$ cat src/rtl/pe_pkg.sv
// Shared types for the ncc processing element and its log-domain window loader.
package pe_pkg;
  localparam int N_PIX = 16;
  localparam int PIX_W = 8;
  localparam int LOG_W = 33;
  localparam int IDX_W = $clog2(N_PIX);

  // bit 5 = log2 sign output, bits [4:-27] = log2 magnitude (6.27 format)
  typedef logic [LOG_W-28:-27] logval_t;

  typedef enum logic [1:0] {IDLE, FILL, LOAD_WIN, LOAD_ACC} ld_state_e;
endpackage

$ cat src/rtl/log_window_loader_if.sv
// Pixel stream handshake into the loader.
interface log_window_loader_if;
  logic                       pixValid;
  logic                       pixReady;
  logic                       pixSel;
  logic [pe_pkg::PIX_W-1:0]   pixData;

  modport master (output pixValid, pixData, pixSel, input pixReady);
  modport slave  (input pixValid, pixData, pixSel, output pixReady);
endinterface

$ cat src/rtl/log2.sv
// Combinational integer log2 in 5.27 fixed point, piecewise-linear between powers of two.
module log2 import pe_pkg::*; (
  input  logic [PIX_W-1:0] dataIn,
  output logic             signOut,
  output logic [31:0]      dataOut
);
  logic [4:0]       e;
  logic [PIX_W-2:0] norm;

  always_comb begin
    e = '0;
    for (int i = 1; i < PIX_W; i++)
      if (dataIn[i]) e = 5'(i);
    norm    = (PIX_W-1)'(dataIn << (5'(PIX_W-1) - e));
    // log2(0) is flagged by the sign bit with a saturated magnitude
    signOut = (dataIn == '0);
    dataOut = signOut ? '1 : {e, norm, {(28-PIX_W){1'b0}}};
  end
endmodule

$ cat src/rtl/log_window_loader.sv
// Converts a serial pixel stream to log2 descriptor/window arrays for ncc and
// sequences the loadWinReg / loadAccSumReg pulses after each window.
module log_window_loader import pe_pkg::*; (
  input  logic                    clk,
  input  logic                    rst,
  log_window_loader_if.slave      pix,
  output logval_t [N_PIX-1:0]     descLog,
  output logval_t [N_PIX-1:0]     windowLog,
  output logic                    loadWinReg,
  output logic                    loadAccSumReg,
  output logic                    descLoaded,
  output logic [15:0]             winCount
);
  ld_state_e            state_q;
  logic [IDX_W-1:0]     idx_q;
  logic                 isDesc_q, descLoaded_q, loadWin_q, loadAcc_q;
  logic [15:0]          winCount_q;
  logval_t [N_PIX-1:0]  shadow_q, shadow_d, desc_q, win_q, win_d;
  logic                 signOut;
  logic [31:0]          dataOut;
  logval_t              pixLog;
  logic                 accept, beatDesc, lastBeat;

  log2 u_log2 (.dataIn(pix.pixData), .signOut(signOut), .dataOut(dataOut));
  assign pixLog = {signOut, dataOut};

  // Window bursts stall in IDLE until a descriptor has been committed
  always_comb begin
    pix.pixReady = 1'b0;
    if (!rst) begin
      case (state_q)
        IDLE:    pix.pixReady = pix.pixSel | descLoaded_q;
        FILL:    pix.pixReady = 1'b1;
        default: pix.pixReady = 1'b0;
      endcase
    end
  end

  assign accept   = pix.pixValid & pix.pixReady;
  assign beatDesc = (state_q == IDLE) ? pix.pixSel : isDesc_q;
  assign lastBeat = (state_q == FILL) && (idx_q == IDX_W'(N_PIX-1));

  always_comb begin
    shadow_d = shadow_q;
    win_d    = win_q;
    if (beatDesc) shadow_d[idx_q] = pixLog;
    else          win_d[idx_q]    = pixLog;
  end

  always_ff @(posedge clk) begin
    if (rst) begin
      state_q      <= IDLE;
      idx_q        <= '0;
      isDesc_q     <= 1'b0;
      descLoaded_q <= 1'b0;
      loadWin_q    <= 1'b0;
      loadAcc_q    <= 1'b0;
      winCount_q   <= '0;
      shadow_q     <= '0;
      desc_q       <= '0;
      win_q        <= '0;
    end else begin
      loadWin_q <= 1'b0;
      loadAcc_q <= 1'b0;
      if (accept) begin
        if (beatDesc) shadow_q <= shadow_d;
        else          win_q    <= win_d;
        idx_q <= idx_q + 1'b1;  // wraps to 0 after the last beat
      end
      case (state_q)
        IDLE: if (accept) begin
          isDesc_q <= pix.pixSel;
          state_q  <= FILL;
        end
        FILL: if (accept && lastBeat) begin
          if (isDesc_q) begin
            // commit includes the beat being written now
            desc_q       <= shadow_d;
            descLoaded_q <= 1'b1;
            state_q      <= IDLE;
          end else begin
            loadWin_q <= 1'b1;
            state_q   <= LOAD_WIN;
          end
        end
        LOAD_WIN: begin
          loadAcc_q <= 1'b1;
          state_q   <= LOAD_ACC;
        end
        LOAD_ACC: begin
          winCount_q <= winCount_q + 16'd1;
          state_q    <= IDLE;
        end
        default: state_q <= IDLE;
      endcase
    end
  end

  assign descLog       = desc_q;
  assign windowLog     = win_q;
  assign loadWinReg    = loadWin_q;
  assign loadAccSumReg = loadAcc_q;
  assign descLoaded    = descLoaded_q;
  assign winCount      = winCount_q;
endmodule

$ cat src/flat_wrapper.sv
// flat-port wrapper written by rule: the top's interface ports become plain ports
module log_window_loader_flat import pe_pkg::*;
  (clk, rst, descLog, windowLog, loadWinReg, loadAccSumReg, descLoaded, winCount, pix_pixValid, pix_pixData, pix_pixSel, pix_pixReady);
  log_window_loader_if pix_i ();
  input  logic clk;
  input  logic rst;
  output logval_t [N_PIX-1:0] descLog;
  output logval_t [N_PIX-1:0] windowLog;
  output logic loadWinReg;
  output logic loadAccSumReg;
  output logic descLoaded;
  output logic [15:0] winCount;
  input wire logic [$bits(pix_i.pixValid)-1:0] pix_pixValid;
  input wire logic [$bits(pix_i.pixData)-1:0] pix_pixData;
  input wire logic [$bits(pix_i.pixSel)-1:0] pix_pixSel;
  output wire logic [$bits(pix_i.pixReady)-1:0] pix_pixReady;
  assign pix_i.pixValid = pix_pixValid;
  assign pix_i.pixData = pix_pixData;
  assign pix_i.pixSel = pix_pixSel;
  assign pix_pixReady = pix_i.pixReady;
  log_window_loader u_core (.clk(clk), .rst(rst), .pix(pix_i), .descLog(descLog), .windowLog(windowLog), .loadWinReg(loadWinReg), .loadAccSumReg(loadAccSumReg), .descLoaded(descLoaded), .winCount(winCount));
endmodule
$ cat config.mk
export PLATFORM = sky130hd
export DESIGN_NAME = log_window_loader_flat
export DESIGN_NICKNAME = d
export VERILOG_FILES = /design/src/rtl/pe_pkg.sv /design/src/rtl/log_window_loader_if.sv /design/src/rtl/log2.sv /design/src/rtl/log_window_loader.sv /design/src/flat_wrapper.sv
export SDC_FILE = /design/constraint.sdc
export NUM_CORES = 2
export LEC_CHECK = 0
export BUFFER_PORTS_ARGS = -buffer_cell sky130_fd_sc_hd__buf_4
export CAP_MARGIN = 25
export CORE_AREA = 10 10 411 413
export CTS_CLUSTER_DIAMETER = 50
export DETAILED_ROUTE_END_ITERATION = 8
export DIE_AREA = 0 0 421 423
export PLACE_DENSITY_LB_ADDON = 0.15
export SYNTH_ARGS = -nofsm -noshare
export SYNTH_HDL_FRONTEND = slang
export SYNTH_SLANG_ARGS = --single-unit
$ cat constraint.sdc
create_clock -name clk -period 3.4 [get_ports clk]
set_input_delay 0.34 -clock clk [delete_from_list [all_inputs] [get_ports clk]]
set_output_delay 0.34 -clock clk [all_outputs]
set_load 0.01 [all_outputs]
==> results.cfg <==
[global_route]
antenna_found_initial = 2
grt_max_degree = 209
grt_overflow = 0
grt_pass1_wl_mm = 258.8
track_usage = 0.1892
first_global_vias = 36650

[final_layout]
nets = 5945
drive_above_1_share = 0.2586
area_growth_pct = 29.15

[setup_path]
worstRegToRegCells = 9
critPathTopFamily = simple AND/OR/NAND/NOR gates
cp_num_buf_inv = 3
cpMaxStageDelayCell = and3b_1
max_stage_delay_ns = 0.48
path_class = flip-flop to flip-flop
crit_chain = buf_4 > nor3_1 > and3b_1 > o21ai_4 > buf_12 > nor2_4 > nand2_1 > buf_4 > a21oi_1
r2r-start = u_core.state_q[0]$_SDFFE_PP0P_
setup.worst_path.start_class = flip-flop
crit_cells = 9
crit_start = u_core.state_q[0]$_SDFFE_PP0P_
end_kind = flip-flop
critPathMostFrequentCell = buf_4
critical_path_arrival_ns = 3.61
required_ns = 4.09
path_max_fanout = 23

[route]
viasPerCell = 4.654
wl_per_cell_um = 21.61
drtIter0Drc = 2501
drc = 0
num_vias = 38264
drt_wl_total_mm = 177.7
drt-pass1-iter-count = 5
drt.antenna.violating_nets = 0

[timing]
drv_slew = 0
maxSlewHeadroom = 0.2447
hold_violations = 0
fin_skew_ns = 0.03138
post-route-period-util = 0.8567
layout_min_cycle_time_ns = 2.913
tightest_slew_ns = 1.133
setup_violations = 0
maxClockFrequency_ghz = 0.3433
tns_ns = 0
hold_slack_ns = 0.09681
grt_setup_unrepaired = false

[power_and_ir_drop]
power_leakage_nw = 22.56
peakVddDrop_v = 0.0004732
powerDensity_nw_per_um2 = 550.1

[clock_tree]
cts_buffers = 160
cts.sinks = 1231
cts_resized = 0
ctsHtreeMaxLevel = 4
cts_root_buf = clkbuf_16
cts_tree = built
insertion_delay_ns = 0.79
cts_max_path_buffers = 3
clk_pin_slew_ns = 0.05

[synthesis]
avgSynthCellArea_um2 = 8.564
synth_cell_type_count = 62
ys_seq_area_frac = 0.5382
synthCells = 5347
ys_ff_latch = 1231
syn_area_um2 = 45790
synthFlopType = dfxtp_1
yosysWarnings = 0
synth_nets = 5364
async_flop_share = 0
synth-edff-count = 0

[worst_hold_path]
hold_path_class = input pin to flip-flop
worstHoldStart = pix_pixValid
hold_depth = 5

[die]
die_y_um = 423
ios = 1088
initial_core_util = 0.2858
dieArea_um2 = 178100
fp.dieW_um = 421
rows = 147
core_area_um2 = 160200

[outcome]
status = complete, no violations

[placement]
portBuffers = 1087
place.gp.congestion = 0.7727
dp_hpwl_mm = 119.7

[job]
maxCapViolCount = 0
## report_power, final
| part | total, mW | switching, mW | internal, mW |
|---|---|---|---|
| logic | 0.798 | 0.643 | 0.155 |
| registers | 14.4 | 0.00869 | 14.4 |
| clock network | 17.3 | 6.92 | 10.4 |
## worst min-delay path: cells and delay by family
kind                   cells  cell delay, ns
buffers and inverters      2            0.27
AND/OR/NAND/NOR            2            0.14
AO/OA/AOI/OAI              1            0.06
## state kept, by name, indices dropped and copies added, names as in the netlist, named ones only
signal and count:
u_core.winCount 16, u_core.descLoaded 1, u_core.descLog 528, u_core.state_q 1, u_core.loadWinReg 1, u_core.isDesc_q 1, u_core.idx_q 4, u_core.loadAccSumReg 1
u_core.shadow_q 501, u_core.windowLog 176
## worst paths after layout
kind,endpoint,slack (ns)
setup reg to reg,u_core.shadow_q[294]$_SDFFE_PP0P_,0.49
setup / recovery,u_core.shadow_q[294]$_SDFFE_PP0P_,0.49
hold reg to reg,u_core.descLog[92]$_SDFFE_PP0P_,0.45
hold / removal,u_core.idx_q[1]$_SDFFE_PP0N_,0.1
## cell usage in the layout (no fill, tap or decap), drive strengths merged, types with 2 or more instances in the layout
master       netlist  routed
dlygate4sd3        0       4
a211o             10      10
o21ai             11      11
dfxtp           1231    1231
clkbuf           299     219
mux2i             50      50
nor3b              3       3
and4b              2       2
nand2            727     727
o21a              24      24
nand4              6       6
clkinvlp           0      10
and4               2       2
nand3             45      45
clkinv             0      34
o22ai              2       2
xor2              13      13
xnor2              4       4
nand4b             2       2
buf              529    1243
nand2b            12      12
nor3             334     334
a211oi           331     331
a221o              2       2
and3              10      10
nor2             774     774
bufinv             0      12
nor2b              5       5
nor4               3       3
ha                 5       5
inv                8      27
and2               3       3
o311ai             2       2
a21oi            792     792
or2               10      10
o31ai              2       2
o211ai            80      80
## cell type report
type	count	area, um2
tap	2160	2703
antenna	1	2.502
inverter	8	30.03
clock inverter	75	969.7
clock buffer	219	4517
sequential	1231	24640
timing repair buffer	1247	9782
fill	16458	101100
multi-input combinational	3280	16490
## cell usage after synthesis (all sizes together) (3+ instances only)
cell type | n | area (um2)
a211o | 10 | 87.58
a211oi | 331 | 2485
a21oi | 792 | 3964
and2 | 3 | 18.77
and3 | 10 | 62.56
buf | 529 | 3622
clkbuf | 299 | 1122
dfxtp | 1231 | 24640
ha | 5 | 62.56
inv | 8 | 30.03
mux2i | 50 | 500.5
nand2 | 727 | 2729
nand2b | 12 | 75.07
nand3 | 45 | 225.2
nand4 | 6 | 37.54
nor2 | 774 | 3030
nor2b | 5 | 31.28
nor3 | 334 | 1677
nor3b | 3 | 33.78
nor4 | 3 | 40.04
o211ai | 80 | 600.6
o21a | 24 | 180.2
o21ai | 11 | 58.81
or2 | 10 | 62.57
xnor2 | 4 | 35.03
xor2 | 13 | 113.9
## metal layers
layer | track usage | vias to the layer above | part of all wire
li1 | - | 18927 | -
met1 | 0.2133 | 18111 | 0.39
met2 | 0.3363 | 954 | 0.51
met3 | 0.04519 | 272 | 0.053
met4 | 0.08565 | 0 | 0.047
met5 | 0 | - | 0
## what timing repair did
action | 4_1_cts | 5_1_grt
buffers inserted | 0 | 0
hold buffers | 4 | 0
endpoints found under the hold margin | 21 | 0
## through the flow
step | cells | total power [mW] | worst slack (ns) | utilization | area (um2)
floorplan | 5347 | 15.18 | 1.228 | - | 45790
global placement | 7917 | 15.58 | 0.4497 | 0.3339 | 53490
detailed placement | 7917 | 15.57 | 0.4571 | 0.3339 | 53490
CTS | 8215 | 33.06 | 0.4791 | 0.3684 | 59020
global route | 8221 | 33.65 | 0.2487 | 0.3692 | 59140
finish | 8221 | 32.53 | 0.4873 | 0.3692 | 59140
## logic make-up after synthesis
group | after synthesis | synth area share
simple gates | 1942 | 0.1771
compound gates | 1266 | 0.1650
flops | 1231 | 0.5382
mux | 50 | 0.01093
xor+xnor | 17 | 0.003251
fa+ha+maj | 5 | 0.001366
buf+inv | 836 | 0.1043
No activity file was read; power rests on OpenSTA's default activity.
